[src/rtl/noc_pe_interface_pkg.sv]
// Shared NoC definitions: default flit geometry and helpers for payload width and header extraction.
package noc_pe_interface_pkg;

  localparam int unsigned NocDataWidth = 36;
  localparam int unsigned NocAddrWidth = 4;
  localparam int unsigned MaxFlitWidth = 64;

  function automatic int unsigned payload_width(int unsigned dw, int unsigned aw);
    return dw - aw;
  endfunction

  // Destination header sits in the flit MSBs; result is right-aligned and zero-extended.
  function automatic logic [31:0] flit_header(logic [MaxFlitWidth-1:0] flit, int unsigned dw,
                                              int unsigned aw);
    logic [MaxFlitWidth-1:0] shifted;
    shifted = flit >> (dw - aw);
    return shifted[31:0] & ((32'd1 << aw) - 32'd1);
  endfunction

endpackage

[src/rtl/noc_sync_fifo.sv]
// First-word-fall-through synchronous FIFO with valid/ready on both sides.
module noc_sync_fifo #(
  parameter int unsigned Width = 32,
  parameter int unsigned Depth = 4
) (
  input  logic             clk_i,
  input  logic             rst_ni,
  input  logic             wr_valid_i,
  output logic             wr_ready_o,
  input  logic [Width-1:0] wr_data_i,
  output logic             rd_valid_o,
  input  logic             rd_ready_i,
  output logic [Width-1:0] rd_data_o
);

  localparam int unsigned PtrW = $clog2(Depth);
  localparam int unsigned CntW = PtrW + 1;

  logic [Width-1:0] mem_q [Depth];
  logic [PtrW-1:0]  wptr_q, wptr_d, rptr_q, rptr_d;
  logic [CntW-1:0]  cnt_q, cnt_d;
  logic             push, pop;

  // Full check uses registered occupancy only, so a same-cycle read never frees a slot.
  assign wr_ready_o = (cnt_q != CntW'(Depth));
  assign rd_valid_o = (cnt_q != '0);
  assign push       = wr_valid_i & wr_ready_o;
  assign pop        = rd_valid_o & rd_ready_i;
  assign rd_data_o  = mem_q[rptr_q];

  always_comb begin
    wptr_d = wptr_q + PtrW'(push);
    rptr_d = rptr_q + PtrW'(pop);
    cnt_d  = cnt_q + CntW'(push) - CntW'(pop);
  end

  always_ff @(posedge clk_i or negedge rst_ni) begin
    if (!rst_ni) begin
      wptr_q <= '0;
      rptr_q <= '0;
      cnt_q  <= '0;
    end else begin
      wptr_q <= wptr_d;
      rptr_q <= rptr_d;
      cnt_q  <= cnt_d;
    end
  end

  always_ff @(posedge clk_i) begin
    if (push) mem_q[wptr_q] <= wr_data_i;
  end

endmodule

[src/rtl/noc_pe_interface.sv]
// Network interface between a PE and its leaf switch: TX packetiser FIFO, RX address filter FIFO.
module noc_pe_interface
  import noc_pe_interface_pkg::*;
#(
  parameter int unsigned DataWidth = NocDataWidth,
  parameter int unsigned AddrWidth = NocAddrWidth,
  parameter int unsigned MyAddr    = 0,
  parameter int unsigned FifoDepth = 4
) (
  input  logic                                           i_sclk,
  input  logic                                           i_reset_n,
  input  logic [payload_width(DataWidth, AddrWidth)-1:0] i_pe_data,
  input  logic [AddrWidth-1:0]                           i_pe_dest,
  input  logic                                           i_pe_valid,
  output logic                                           o_pe_ready,
  output logic [DataWidth-1:0]                           o_data,
  output logic                                           o_data_valid,
  input  logic                                           i_data_ready,
  input  logic [DataWidth-1:0]                           i_data,
  input  logic                                           i_data_valid,
  output logic                                           o_data_ready,
  output logic [payload_width(DataWidth, AddrWidth)-1:0] o_pe_data,
  output logic                                           o_pe_valid,
  input  logic                                           i_pe_ready,
  output logic [7:0]                                     o_drop_count,
  output logic [15:0]                                    o_tx_count,
  output logic [15:0]                                    o_rx_count
);

  localparam int unsigned PayloadWidth = payload_width(DataWidth, AddrWidth);

  // Assertion is immediate; release passes through two flops before the datapath wakes up.
  logic [1:0] rst_sync_q;
  logic       rst_int_n;

  always_ff @(posedge i_sclk or negedge i_reset_n) begin
    if (!i_reset_n) rst_sync_q <= '0;
    else            rst_sync_q <= {rst_sync_q[0], 1'b1};
  end

  assign rst_int_n = rst_sync_q[1];

  logic tx_wr_ready, rx_wr_ready, hdr_match, rx_accept, rx_drop, tx_xfer, rx_xfer;

  assign o_pe_ready   = tx_wr_ready & rst_int_n;
  assign o_data_ready = rx_wr_ready & rst_int_n;
  assign hdr_match    = (flit_header(MaxFlitWidth'(i_data), DataWidth, AddrWidth) == MyAddr);
  assign rx_accept    = i_data_valid & o_data_ready;
  assign rx_drop      = rx_accept & ~hdr_match;
  assign tx_xfer      = o_data_valid & i_data_ready;
  assign rx_xfer      = o_pe_valid & i_pe_ready;

  noc_sync_fifo #(
    .Width (DataWidth),
    .Depth (FifoDepth)
  ) u_tx_fifo (
    .clk_i      (i_sclk),
    .rst_ni     (rst_int_n),
    .wr_valid_i (i_pe_valid & rst_int_n),
    .wr_ready_o (tx_wr_ready),
    .wr_data_i  ({i_pe_dest, i_pe_data}),
    .rd_valid_o (o_data_valid),
    .rd_ready_i (i_data_ready),
    .rd_data_o  (o_data)
  );

  noc_sync_fifo #(
    .Width (PayloadWidth),
    .Depth (FifoDepth)
  ) u_rx_fifo (
    .clk_i      (i_sclk),
    .rst_ni     (rst_int_n),
    .wr_valid_i (rx_accept & hdr_match),
    .wr_ready_o (rx_wr_ready),
    .wr_data_i  (i_data[PayloadWidth-1:0]),
    .rd_valid_o (o_pe_valid),
    .rd_ready_i (i_pe_ready),
    .rd_data_o  (o_pe_data)
  );

  logic [15:0] tx_count_q, tx_count_d, rx_count_q, rx_count_d;
  logic [7:0]  drop_count_q, drop_count_d;

  always_comb begin
    tx_count_d   = tx_count_q;
    rx_count_d   = rx_count_q;
    drop_count_d = drop_count_q;
    if (tx_xfer) tx_count_d = tx_count_q + 16'd1;
    if (rx_xfer) rx_count_d = rx_count_q + 16'd1;
    if (rx_drop && drop_count_q != 8'hFF) drop_count_d = drop_count_q + 8'd1;
  end

  always_ff @(posedge i_sclk or negedge rst_int_n) begin
    if (!rst_int_n) begin
      tx_count_q   <= '0;
      rx_count_q   <= '0;
      drop_count_q <= '0;
    end else begin
      tx_count_q   <= tx_count_d;
      rx_count_q   <= rx_count_d;
      drop_count_q <= drop_count_d;
    end
  end

  assign o_tx_count   = tx_count_q;
  assign o_rx_count   = rx_count_q;
  assign o_drop_count = drop_count_q;

endmodule

[config.mk]
export PLATFORM = sky130hd
export DESIGN_NAME = noc_pe_interface
export DESIGN_NICKNAME = d
export VERILOG_FILES = /design/src/rtl/noc_pe_interface_pkg.sv /design/src/rtl/noc_sync_fifo.sv /design/src/rtl/noc_pe_interface.sv
export SDC_FILE = /design/constraint.sdc
export NUM_CORES = 1
export LEC_CHECK = 0
export CAP_MARGIN = 10
export CORE_ASPECT_RATIO = 1.5
export CORE_MARGIN = 3
export CORE_UTILIZATION = 54
export DETAILED_ROUTE_END_ITERATION = 6
export PLACE_DENSITY = 0.8
export SETUP_SLACK_MARGIN = 0.1
export SKIP_LAST_GASP = 1
export SLEW_MARGIN = 20
export SYNTH_ARGS = -nofsm -noshare
export SYNTH_HDL_FRONTEND = slang
export SYNTH_SLANG_ARGS = --single-unit
[constraint.sdc]
create_clock -name i_sclk -period 2.9 [get_ports i_sclk]
set_input_delay 0.58 -clock i_sclk [delete_from_list [all_inputs] [get_ports i_sclk]]
set_output_delay 0.58 -clock i_sclk [all_outputs]
set_load 0.01 [all_outputs]
==> results by group <==
Worst setup path
  • Crit path DAT: 2230 ps
  • Worst EP required: 2320 ps
  • Reg2Reg Depth: 9
  • RR Endpoint: u_rx_fifo.cnt_q[2]
  • CP Capture Type: output pin
  • Reg2reg start: u_rx_fifo.cnt_q[1]
  • Startpoint types: flip-flop
  • R2r setup slk: 480 ps
  • Setup CP Type: flip-flop to output pin
  • Crit path max fanout: 21

Synth
  • Post-synthesis net count: 666
  • Post-Syn Area: 12,420 um^2
  • Synth Register Bits: 328
  • Part of the Yosys area used for sequential elements: 77.03%
  • FFs w/ async S/R, synth: 17.07%
  • Yosys cell types: 45
  • Mapped Cells: 575
  • Primary FF master, synth: edfxtp_1
  • Number of synthesized flops with an enable pin: 272
  • Average size of a mapped cell: 21.61 um^2
  • Synth warn: 0

Clock network
  • CTS Hold Bufs: 0
  • Clock root buffer: clkbuf_16
  • Clock-pin slew on the worst setup and hold paths: 60 ps
  • Total CTS buffers: 29
  • H-Tree Depth: 1
  • Clock Tree Buf Depth: 3
  • CTS tree: yes
  • Worst skew pair latency: 530 ps
  • Clock sink count: 328

STA
  • Fin crit period: 2807 ps
  • WHS: 194.8 ps
  • Actual slew at the worst max-slew pin: 552.3 ps
  • RSZ-0062 raised after global routing: yes
  • Setup TNS: 0 ps
  • Final Cycle Share: 96.78%
  • Fmax: 356.3 MHz
  • Max_slew headroom: 63.18%
  • Final Skew: 10.69 ps
  • Count of pins over their slew limit: 0
  • Fin. Hold Viols: 0
  • Final setup vio count: 0
  • Final WS setup: 93.46 ps

Floorplan
  • Initial Utilization: 55.30%
  • Die W: 129.8 um
  • I/O pins: 190
  • Die Ht: 191.8 um
  • Core Region: 22,470 um^2
  • # rows: 67
  • Die area: 24,900 um^2

Min path
  • Worst min path class: flip-flop to async pin

Power and ir drop
  • Sw Share: 26.86%
  • Pwr/cell area: 896.3 nW/um^2
  • Worst IR drop on VDD: 0.7083 mV
  • Logic pwr share: 30.8%
  • P_sw: 3.865 mW
  • LEAKAGE: 5.701 nW
  • Part of the power in registers: 41.6%
  • Power Internal: 10.52 mW
  • Power share of the clock group: 27.6%

Global route
  • First-pass GRT wire length: 37,610 um
  • Overall fraction of global-route tracks in use: 19.64%
  • Initial antenna violation count: 1
  • Met3 Use GR: 3.367%
  • Met2 Track Usage GR: 36.03%
  • Vias in the first global route: 6,821
  • Overflow after GRT: 0
  • Largest net degree at the start of global routing: 40
  • Most used routing layer: met2
  • Met1 Usage GRT: 23.78%

Placement
  • GPL Wtd Cong: 0.7948
  • Post-Place Cells: 1,039
  • I/O Buffers: 189
  • Place WS: 227.8 ps
  • DP HPWL: 15,350 um

Finish
  • P&R area growth vs syn: 29.21%
  • Area occupied by multi-input gates: 2764 um^2
  • FF/Latch Area: 9577 um^2
  • Commonest non-fill, non-tap cells in the layout: edfxtp_1, clkdlybuf4s50_1, mux4_2
  • Filler Cells Inserted: 1,380
  • Final non-filler cell total: 1,107
  • Layout cell share with drive strength beyond 1: 20.22%
  • Leading cell type in the layout, fill and taps excluded: edfxtp_1
  • # diodes: 0
  • NumNets Final: 900

Detailed routing
  • DRC viols: 0
  • Drt total wl: 24,270 um
  • Vias after detailed routing: 6,247
  • Pre-antenna DRT Iters: 4
  • Vias per std cell: 5.643
  • WL/cell: 21.93 um
  • Initial DRC count: 328
  • Antenna Nets Post-Route: 0

Outcome
  • Status: complete, no violations

Run
  • Max-Cap Viols: 0
[through the flow]
step / util [%] / total power, mW / cell area [um^2]
2_1_floorplan: - / 8.336 / 12470
3_3_place_gp: 66.22 / 10.34 / 14880
3_5_place_dp: 66.22 / 10.44 / 14880
4_1_cts: 71.08 / 14.52 / 15970
5_1_grt: 71.45 / 15.02 / 16050
6_report: 71.45 / 14.39 / 16050
[cell families (layout without fill, tap and decap cells)]
| kind of cell | after synthesis | in the layout | share of synthesized area [%] |
|---|---|---|---|
| DFF | 328 | 328 | 77.03 |
| and+or+nand+nor | 82 | 82 | 4.109 |
| muxes | 70 | 70 | 12.57 |
| xor gates and xnor gates | 43 | 43 | 3.032 |
| buffers and inverters | 30 | 286 | 1.138 |
| adders and majority gates | 13 | 13 | 1.430 |
| AOI/OAI and AO/OA | 8 | 8 | 0.6648 |
| other | 1 | 1 | 0.03019 |
[layout make-up]
type	instances	area share (%)
clock buffers	33	4.677
clock inverters	20	1.543
inverters	13	0.3040
multi-input cells	217	17.22
flip-flops and latches	328	59.66
well taps	276	2.151
repair buffers	220	14.44
[what timing repair did]
action | in CTS | in global routing
gates cloned | 2 | 0
setup endpoints to repair | 58 | 47
buffers inserted | 6 | 7
gates resized for setup | 30 | 12
[layer usage]
layer	up-vias	part of all wire [%]
met5	-	0.054
met4	2	2.3
met3	48	5.1
met2	190	56
met1	3217	37
li1	2790	-
[worst max-delay path, cell delays in order, from the launching register on]
cell and delay, ps:
dfrtp_2 410, buf_12 220, mux4_2 530, clkdlybuf4s50_1 530
[synth_stat cells, types with 2 or more instances]
master    number  area share [%]
edfxtp_1     272              66
mux4_2        68              12
dfrtp_1       56              11
xnor2_1       30             2.1
nand2_1       18            0.54
nand3_1       14            0.56
xor2_1        13            0.92
inv_1         12            0.36
ha_1          11             1.1
nand4_1       10            0.50
buf_2          8            0.32
nor2_1         7            0.21
nor3_1         6            0.24
and3_1         5            0.25
clkbuf_1       5            0.15
and4_1         3            0.21
buf_4          3            0.18
a21oi_1        2           0.081
fa_1           2            0.32
mux2_4         2            0.24
nor3b_1        2            0.12
nor3b_2        2            0.20
nor4_2         2            0.20
[worst max-delay path by stage]
stage                                    from               endpoint  slack (ps)  depth (start not counted)
after detailed placement           i_data[33]     u_rx_fifo.cnt_q[2]         230                          8
after floorplan                 rst_sync_q[1]  u_tx_fifo.mem_q[3][0]         190                          4
after global routing      u_tx_fifo.rptr_q[0]              o_data[8]         0.8                          3
after CTS                 u_tx_fifo.rptr_q[0]              o_data[8]          20                          3
after global placement             i_pe_ready     u_rx_fifo.cnt_q[2]         270                         10
final                     u_tx_fifo.rptr_q[0]              o_data[8]          90                          3
[registers in the layout (all words and copies together) (netlist names)]
| signal | flops |
|---|---|
| u_tx_fifo.mem_q | 144 |
| u_rx_fifo.mem_q | 128 |
| o_rx_count | 16 |
| o_tx_count | 16 |
| o_drop_count | 8 |
| u_rx_fifo.cnt_q | 3 |
| u_tx_fifo.cnt_q | 3 |
| rst_sync_q | 2 |
| u_rx_fifo.rptr_q | 2 |
| u_rx_fifo.wptr_q | 2 |
| u_tx_fifo.rptr_q | 2 |
| u_tx_fifo.wptr_q | 2 |
[power groups by stage]
stage	Combinational (mW)	Sequential, mW	Clock [mW]
finish	4.43	5.99	3.96
global route	4.76	6.05	4.21
CTS	4.47	6.00	4.05
detailed placement	4.35	6.09	0
global placement	4.29	6.05	0
floorplan	2.32	6.02	0
Note: power is estimated with default switching activity, not from simulation.
